### src/rtl/alu_seq_psr.sv
// Sequential CR16-style ALU with valid/ready handshake, persistent CLFZN status register,
// one-bit-per-cycle shifts and a shift-add unsigned multiply.
module alu_seq_psr #(
  parameter int WIDTH  = 16,
  parameter int SHW    = 4,
  parameter int MUL_EN = 1
) (
  input  logic             clk,
  input  logic             reset,
  input  logic             in_valid,
  output logic             in_ready,
  input  logic [3:0]       opcode,
  input  logic [3:0]       opext,
  input  logic [WIDTH-1:0] a,
  input  logic [WIDTH-1:0] b,
  output logic             out_valid,
  input  logic             out_ready,
  output logic [WIDTH-1:0] s,
  output logic [4:0]       clfzn
);

  localparam int CW = SHW + 1;

  typedef enum logic [1:0] {IDLE, SHIFT, MUL, DONE} state_t;

  state_t           state_reg, state_next;
  logic [WIDTH-1:0] s_reg, s_next;
  logic [4:0]       psr_reg, psr_next;
  logic [WIDTH-1:0] a_reg, a_next;
  logic [WIDTH-1:0] hi_reg, hi_next;
  logic [WIDTH-1:0] lo_reg, lo_next;
  logic [CW-1:0]    cnt_reg, cnt_next;
  logic             left_reg, left_next;
  logic             arith_reg, arith_next;

  // Decoded view of the incoming operation
  logic [WIDTH-1:0] dec_s;
  logic [4:0]       dec_flags, dec_mask;
  logic             dec_shift, dec_left, dec_arith, dec_mul;

  logic [WIDTH:0]   sum_ab, sum_abc, diff_ba;
  logic             ovf_ab, ovf_abc, ovf_sub;
  logic             accept;

  assign sum_ab  = {1'b0, a} + {1'b0, b};
  assign sum_abc = sum_ab + {{WIDTH{1'b0}}, psr_reg[4]};
  assign diff_ba = {1'b0, b} - {1'b0, a};
  assign ovf_ab  = (a[WIDTH-1] == b[WIDTH-1]) && (sum_ab[WIDTH-1]  != a[WIDTH-1]);
  assign ovf_abc = (a[WIDTH-1] == b[WIDTH-1]) && (sum_abc[WIDTH-1] != a[WIDTH-1]);
  assign ovf_sub = (a[WIDTH-1] != b[WIDTH-1]) && (diff_ba[WIDTH-1] == b[WIDTH-1]);

  always_comb begin
    dec_s     = '0;
    dec_flags = '0;
    dec_mask  = '0;
    dec_shift = 1'b0;
    dec_left  = 1'b0;
    dec_arith = 1'b0;
    dec_mul   = 1'b0;
    case (opcode)
      4'b0000: begin
        case (opext)
          4'b0001: dec_s = a & b;
          4'b0010: dec_s = a | b;
          4'b0011: dec_s = a ^ b;
          4'b0100: dec_s = ~a;
          4'b0101: begin
            dec_s = sum_ab[WIDTH-1:0];
            dec_flags = {sum_ab[WIDTH], 1'b0, ovf_ab, 2'b00};
            dec_mask  = 5'b10100;
          end
          4'b0110: begin
            dec_s = sum_ab[WIDTH-1:0];
            dec_flags = {sum_ab[WIDTH], 1'b0, sum_ab[WIDTH], 2'b00};
            dec_mask  = 5'b10100;
          end
          4'b0111, 4'b1100: begin
            dec_shift = 1'b1;
            dec_left  = 1'b1;
          end
          4'b1000: begin
            dec_shift = 1'b1;
            dec_arith = 1'b1;
          end
          4'b1001: begin
            dec_s = diff_ba[WIDTH-1:0];
            dec_flags = {diff_ba[WIDTH], 1'b0, ovf_sub, 2'b00};
            dec_mask  = 5'b10100;
          end
          4'b1010: begin
            dec_s = sum_abc[WIDTH-1:0];
            dec_flags = {sum_abc[WIDTH], 1'b0, ovf_abc, 2'b00};
            dec_mask  = 5'b10100;
          end
          4'b1011: dec_mul = (MUL_EN != 0);
          4'b1101: dec_s = a;
          4'b1110: dec_shift = 1'b1;
          default: ;
        endcase
      end
      4'b0011, 4'b1011: begin
        dec_flags = {1'b0, a > b, 1'b0, a == b, $signed(a) > $signed(b)};
        dec_mask  = 5'b01011;
      end
      4'b0101: begin
        dec_s = sum_ab[WIDTH-1:0];
        dec_flags = {sum_ab[WIDTH], 1'b0, ovf_ab, 2'b00};
        dec_mask  = 5'b10100;
      end
      4'b0110: begin
        dec_s = sum_ab[WIDTH-1:0];
        dec_flags = {sum_ab[WIDTH], 1'b0, sum_ab[WIDTH], 2'b00};
        dec_mask  = 5'b10100;
      end
      4'b0111: dec_s = {a[WIDTH-1:8], b[7:0]};
      4'b1000: dec_s = a;
      4'b1001: begin
        dec_s = diff_ba[WIDTH-1:0];
        dec_flags = {diff_ba[WIDTH], 1'b0, ovf_sub, 2'b00};
        dec_mask  = 5'b10100;
      end
      4'b1110: dec_shift = 1'b1;
      default: ;
    endcase
  end

  // One-bit shifter on the working register; left/arith were latched at accept
  logic [WIDTH-1:0] shl1, shr1, shift1;
  genvar gi;
  generate
    for (gi = 0; gi < WIDTH; gi++) begin : g_shift
      if (gi == 0) begin : g_lsb
        assign shl1[gi] = 1'b0;
        assign shr1[gi] = lo_reg[gi+1];
      end else if (gi == WIDTH-1) begin : g_msb
        assign shl1[gi] = lo_reg[gi-1];
        assign shr1[gi] = arith_reg & lo_reg[gi];
      end else begin : g_mid
        assign shl1[gi] = lo_reg[gi-1];
        assign shr1[gi] = lo_reg[gi+1];
      end
    end
  endgenerate
  assign shift1 = left_reg ? shl1 : shr1;

  // Shift-add multiply: {hi,lo} starts as {0,B} and shifts right once per iteration
  logic [WIDTH:0]   mul_sum;
  logic [WIDTH-1:0] mul_lo;
  assign mul_sum = {1'b0, hi_reg} + (lo_reg[0] ? {1'b0, a_reg} : {(WIDTH+1){1'b0}});
  assign mul_lo  = {mul_sum[0], lo_reg[WIDTH-1:1]};

  assign accept = in_valid && in_ready;

  always_comb begin
    state_next = state_reg;
    s_next     = s_reg;
    psr_next   = psr_reg;
    a_next     = a_reg;
    hi_next    = hi_reg;
    lo_next    = lo_reg;
    cnt_next   = cnt_reg;
    left_next  = left_reg;
    arith_next = arith_reg;
    in_ready   = 1'b0;
    case (state_reg)
      IDLE: in_ready = 1'b1;
      SHIFT: begin
        lo_next  = shift1;
        cnt_next = cnt_reg - CW'(1);
        if (cnt_reg == CW'(1)) begin
          state_next = DONE;
          s_next     = shift1;
        end
      end
      MUL: begin
        hi_next  = mul_sum[WIDTH:1];
        lo_next  = mul_lo;
        cnt_next = cnt_reg - CW'(1);
        if (cnt_reg == CW'(1)) begin
          state_next = DONE;
          s_next     = mul_lo;
          psr_next   = {|mul_sum[WIDTH:1], psr_reg[3:0]};
        end
      end
      DONE: begin
        in_ready = out_ready;
        if (out_ready) state_next = IDLE;
      end
      default: state_next = IDLE;
    endcase
    if (accept) begin
      a_next     = a;
      left_next  = dec_left;
      arith_next = dec_arith;
      if (dec_mul) begin
        state_next = MUL;
        hi_next    = '0;
        lo_next    = b;
        cnt_next   = CW'(WIDTH);
      end else if (dec_shift && (b[SHW-1:0] != '0)) begin
        state_next = SHIFT;
        lo_next    = a;
        cnt_next   = {1'b0, b[SHW-1:0]};
      end else if (dec_shift) begin
        state_next = DONE;
        s_next     = a;
      end else begin
        state_next = DONE;
        s_next     = dec_s;
        psr_next   = (psr_reg & ~dec_mask) | (dec_flags & dec_mask);
      end
    end
  end

  always_ff @(posedge clk) begin
    if (reset) begin
      state_reg <= IDLE;
      s_reg     <= '0;
      psr_reg   <= '0;
      a_reg     <= '0;
      hi_reg    <= '0;
      lo_reg    <= '0;
      cnt_reg   <= '0;
      left_reg  <= 1'b0;
      arith_reg <= 1'b0;
    end else begin
      state_reg <= state_next;
      s_reg     <= s_next;
      psr_reg   <= psr_next;
      a_reg     <= a_next;
      hi_reg    <= hi_next;
      lo_reg    <= lo_next;
      cnt_reg   <= cnt_next;
      left_reg  <= left_next;
      arith_reg <= arith_next;
    end
  end

  assign out_valid = (state_reg == DONE);
  assign s         = s_reg;
  assign clfzn     = psr_reg;

endmodule

### config.mk
export PLATFORM = sky130hd
export DESIGN_NAME = alu_seq_psr
export DESIGN_NICKNAME = d
export VERILOG_FILES = /design/src/rtl/alu_seq_psr.sv
export SDC_FILE = /design/constraint.sdc
export NUM_CORES = 1
export LEC_CHECK = 0
export ABC_CLOCK_PERIOD_IN_PS = 5500
export CAP_MARGIN = 5
export CORE_ASPECT_RATIO = 0.75
export CORE_MARGIN = 10
export CORE_UTILIZATION = 45
export CTS_BUF_LIST = sky130_fd_sc_hd__clkbuf_4
export DETAILED_ROUTE_END_ITERATION = 7
export SETUP_SLACK_MARGIN = 0.3
export SLEW_MARGIN = 20
export SYNTH_ARGS = -nofsm -noshare
export SYNTH_HDL_FRONTEND = slang
export SYNTH_SLANG_ARGS = --single-unit
### constraint.sdc
create_clock -name clk -period 5.5 [get_ports clk]
set_input_delay 1.65 -clock clk [delete_from_list [all_inputs] [get_ports clk]]
set_output_delay 1.65 -clock clk [all_outputs]
set_load 0.005 [all_outputs]
==> impl.org, run 1 <==
** STA
- Total count of hold-check failures in the final report :: 0
- Setup slack on the critical path of the routed design comes to 0.488 ns.
- For the final database, setup skew stands at 0.0170 ns.
- Counting I/O delays and the setup requirement, the final critical path takes 5.01 ns.
- Final total negative setup slack :: 0 ns
- Setup violations remaining at the end of the flow were counted as 0.
- For the pin with the worst max-slew slack, the measured transition is 0.850 ns.
- Derived from the worst setup path, the maximum achievable clock frequency is 0.200 GHz.
- After layout, the worst path uses about nine tenths of the clock period.
- Setup repair after global routing left no endpoint under its margin.
- The tightest hold path in the finished design has a slack of 0.460 ns.
- Max-slew violation count :: 0
- Slew margin rel. :: around 43%

** GRT
- Global routing finished with a remaining overflow of 0.
- Global routing consumed, over all layers together, around 25% of the routing resources.
- The first global-routing pass estimated 49100 µm of wire.
- The number of global-route vias before repair was 8407.
- Antenna violations before repair :: 0
- Largest net degree at the start of global routing :: 35

** Clock tree
- The longest clock path from root to sink contains 2 buffers.
- Clock-pin slew was measured on the worst setup and hold paths at 0.14 ns.
- Source-to-sink clock delay at the later pin of the worst-skew pair :: 0.46 ns
- In this run, post-CTS hold repair placed 0 buffers.
- CTS tree :: done
- TritonCTS Buffers :: 9
- Root buffer cell :: sky130_fd_sc_hd__clkbuf_4
- Once the clock tree was built, the resizer swapped 0 gates to a different size.
- Sinks on the clock net :: 78
- H-Tree Depth :: 3
- Setup fix buffers added after clock tree synthesis :: 0

** Power
- Total power after layout :: 2.94 mW
- For this design the static power due to leakage is 4.00 nW.
- Total power density per cell area :: 296 mW/mm²
- The worst-case IR drop observed on VDD is 175 µV.

** Die
- The die covers 0.0249 mm².
- Pin placement for this block handled 67 I/O pins.
- Once the floorplan was initialized, standard cells occupied a little under half of the core.
- Vertical extent of the die :: 139 µm
- Area of the placeable core :: 0.0186 mm²
- Row generation in the floorplan step produced 43 rows.
- The die is roughly 180 µm wide.

** Placement
- Minimum setup slack after placement :: 0.133 ns
- Detailed placement ended at an HPWL of between 20000 and 25000 µm.
- Cell Count Post-Placement :: about 1500
- The count of buffers added on input and output ports is 66.
- Placer Congestion :: 0.965

** Worst setup path
- Total number of cells along the worst setup path :: 12
- On the worst path, the slowest cell contributes a delay of about 0.63 ns.
- Critical-path cell list :: clkdlybuf4s50_1, inv_1, ha_1, a21o_1, a211oi_1, a211o_1, a21oi_1, a2111oi_4, nand4_1, or3b_1, a31oi_1, o31ai_1
- For the worst setup path, the data required time is 5.83 ns.
- Nature of the critical path startpoint :: input pin
- In this run the worst path has a maximum fanout of 10.
- Critical path class :: input pin to register
- Sum of buffers and inverters on the critical path :: 2
- STA classifies the critical path endpoint as a register.
- On the critical path the largest part of the delay comes from compound AO/OA/AOI/OAI gates.
- Signal arrival time at the worst endpoint :: approximately 5.3 ns
- For this design, the slowest cell found on the critical path is sky130_fd_sc_hd__clkdlybuf4s50_1.
- Setup slack on the worst flop-to-flop path :: 1.92 ns
- R2R depth :: 11

** Cells and area
- Fraction of layout cells with a size suffix above 1 :: ~9.8%
- Final nets :: around 1400
- Final Non-Filler Cells :: 1470
- Summing all flip-flop and latch instances after layout gives 0.00156 mm².
- From synthesis to final layout, the design area changed by 16.4%.
- Area of combinational cells with multiple inputs :: between 0.006 and 0.007 mm²
- Ant. Diodes :: 0
- Number of filler instances in the final layout :: between 1500 and 2000

** Logic synthesis
- Share of Yosys cell area claimed by the top area cell type :: 18.3%
- Averaged over all synthesized cells, the footprint is 7.49 µm².
- Number of nets in the synthesized netlist :: between 1000 and 1500
- Count of flip-flops with a built-in enable after synthesis :: 0
- Dominant synthesized flop cell :: sky130_fd_sc_hd__dfxtp_1
- Library cell occupying the most area in the post-synthesis netlist :: sky130_fd_sc_hd__dfxtp_1
- The synthesized netlist occupies a cell area of around 0.0085 mm².
- Sequential area share after synthesis :: a little under a fifth
- Synth top area cells :: sky130_fd_sc_hd__dfxtp_1 (18%), sky130_fd_sc_hd__ha_1 (13%), sky130_fd_sc_hd__nor2_1 (6.1%), sky130_fd_sc_hd__a21oi_1 (5.6%), sky130_fd_sc_hd__a221oi_1 (5.0%)
- Synthesis-stage register bit count :: 78
- Number of cells produced by synthesis :: around 1100
- For this run, the number of Yosys warnings is 0.
- After synthesis, the share of flip-flops with an asynchronous set or reset is 0%.
- By count the netlist is led by sky130_fd_sc_hd__nor2_1 (139), sky130_fd_sc_hd__nand2_1 (101), sky130_fd_sc_hd__a21oi_1 (96), sky130_fd_sc_hd__ha_1 (88), sky130_fd_sc_hd__dfxtp_1 (78).
- Number of unique standard cell types used by synthesis :: 87
- In the post-synthesis netlist, the cell with the most instances is sky130_fd_sc_hd__nor2_1.

** Route
- Final Routed Wirelength :: 31700 µm
- Vias per cell :: 6.25
- Antenna viol nets, final :: 0
- After detailed routing, the number of remaining DRC violations is 0.
- The first detailed-routing pass took 5 iterations.
- Post-detailed-route wirelength per cell :: 21.6 µm
- In this run, the number of DRC markers left after iteration 0 of detailed routing was 1079.
- Via Count :: 9189

** Run status
- Status :: complete, no violations

** Worst hold path
- The path class of the tightest hold or removal check is register to register.
- Hold Path Stages :: 2

** Job
- Across the run, the number of max-cap violations was 0.
[where the power goes]
| group | switching [mW] | internal, mW | total [mW] |
|---|---|---|---|
| registers | 0.136 | 0.719 | 0.855 |
| logic | 0.973 | 0.696 | 1.67 |
| clock network | 0.229 | 0.185 | 0.414 |
| total | 1.34 | 1.60 | 2.94 |
[worst register-to-register path, cell delays in order (launching register included)]
cell	delay, ns
sky130_fd_sc_hd__dfxtp_1	0.70
sky130_fd_sc_hd__and2_1	0.27
sky130_fd_sc_hd__ha_1	0.27
sky130_fd_sc_hd__a211oi_1	0.34
sky130_fd_sc_hd__o21ai_0	0.26
sky130_fd_sc_hd__a211oi_1	0.33
sky130_fd_sc_hd__o31ai_1	0.17
sky130_fd_sc_hd__a2111oi_0	0.41
sky130_fd_sc_hd__a21oi_1	0.10
sky130_fd_sc_hd__xnor2_1	0.26
sky130_fd_sc_hd__a41o_1	0.26
sky130_fd_sc_hd__o31ai_1	0.08
[cell type report]
class,count,area share (%)
well taps,247,3.11
clock buffers,9,0.681
clock inverters,7,0.983
multi-input cells,931,65.3
repair buffers,135,11.8
flip-flops and latches,78,15.7
inverters,63,2.38
[per-layer routing]
metal	GRT usage, %	vias to the layer above	wire length, µm
met5	0	-	0
met4	7.38	0	894
met3	4.90	60	2770
met2	34.0	443	12700
met1	36.9	4302	15300
li1	-	4384	-
[cell usage in the layout (no fill, tap or decap), types with 5 or more instances in the layout]
cell type                         netlist  layout
sky130_fd_sc_hd__o311a_1               13      13
sky130_fd_sc_hd__o221ai_1               8       8
sky130_fd_sc_hd__and3_1                10      10
sky130_fd_sc_hd__ha_1                  88      88
sky130_fd_sc_hd__o31ai_1                8       8
sky130_fd_sc_hd__a311oi_1               7       7
sky130_fd_sc_hd__nor2b_1               11      11
sky130_fd_sc_hd__o21a_1                 6       6
sky130_fd_sc_hd__a21o_1                13      13
sky130_fd_sc_hd__nand2b_1              13      13
sky130_fd_sc_hd__nor4_1                 9       9
sky130_fd_sc_hd__a211oi_1              31      31
sky130_fd_sc_hd__mux2i_1               19      19
sky130_fd_sc_hd__buf_4                  3      69
sky130_fd_sc_hd__dfxtp_1               78      78
sky130_fd_sc_hd__xor2_1                 7       7
sky130_fd_sc_hd__clkbuf_4               0       9
sky130_fd_sc_hd__nand3_1               20      20
sky130_fd_sc_hd__nand3b_1               5       5
sky130_fd_sc_hd__o21bai_1              10      10
sky130_fd_sc_hd__a221o_1                6       6
sky130_fd_sc_hd__clkdlybuf4s50_1        0      65
sky130_fd_sc_hd__a21oi_1               96      96
sky130_fd_sc_hd__inv_1                 63      63
sky130_fd_sc_hd__a22oi_1               23      23
sky130_fd_sc_hd__nor3_1                31      29
sky130_fd_sc_hd__o211ai_1               6       6
sky130_fd_sc_hd__a2111oi_0              5       5
sky130_fd_sc_hd__a221oi_1              49      49
sky130_fd_sc_hd__o21ai_1                5       5
sky130_fd_sc_hd__a31oi_1                5       5
sky130_fd_sc_hd__xnor2_1               38      38
sky130_fd_sc_hd__and2_1                20      20
sky130_fd_sc_hd__o21ai_0               47      47
sky130_fd_sc_hd__nor2_1               139     138
sky130_fd_sc_hd__nand2_1              101     101
sky130_fd_sc_hd__nand4_1                5       5
[logic make-up (layout without fill, tap and decap cells)]
family	count (synthesis)	in the layout	share of synthesized area (%)
flip-flops	78	78	18.3
multiplexers	19	19	2.23
adder cells (fa/ha/maj)	91	91	13.6
XOR/XNOR	47	47	5.08
buffers and inverters	129	214	6.00
AND/OR/NAND/NOR	392	392	22.2
AO/OA/AOI/OAI	382	382	32.6
[stage by stage]
| step | util (%) | cell area, µm² |
|---|---|---|
| global placement | 52.5 | 9750 |
| floorplan | - | 8530 |
| CTS | 53.4 | 9920 |
| finish | 53.5 | 9920 |
| detailed placement | 52.5 | 9750 |
| global route | 53.5 | 9920 |
[final timing paths]
kind,from,to
hold reg to reg,a_reg[11],a_reg[11]
setup / recovery,b[4],register
hold / removal,a_reg[11],a_reg[11]
setup reg to reg,lo_reg[0],register
Note: power is estimated with default switching activity, not from simulation.
==> run 2, diff against run 1 <==
--- a/config.mk
+++ b/config.mk
@@ -5,7 +5,6 @@
 export SDC_FILE = /design/constraint.sdc
 export NUM_CORES = 1
 export LEC_CHECK = 0
-export ABC_CLOCK_PERIOD_IN_PS = 5500
 export CAP_MARGIN = 5
 export CORE_ASPECT_RATIO = 0.75
 export CORE_MARGIN = 10
==> results of run 2 <==
Final layout, timing and power as in run 1 (identical DEF).
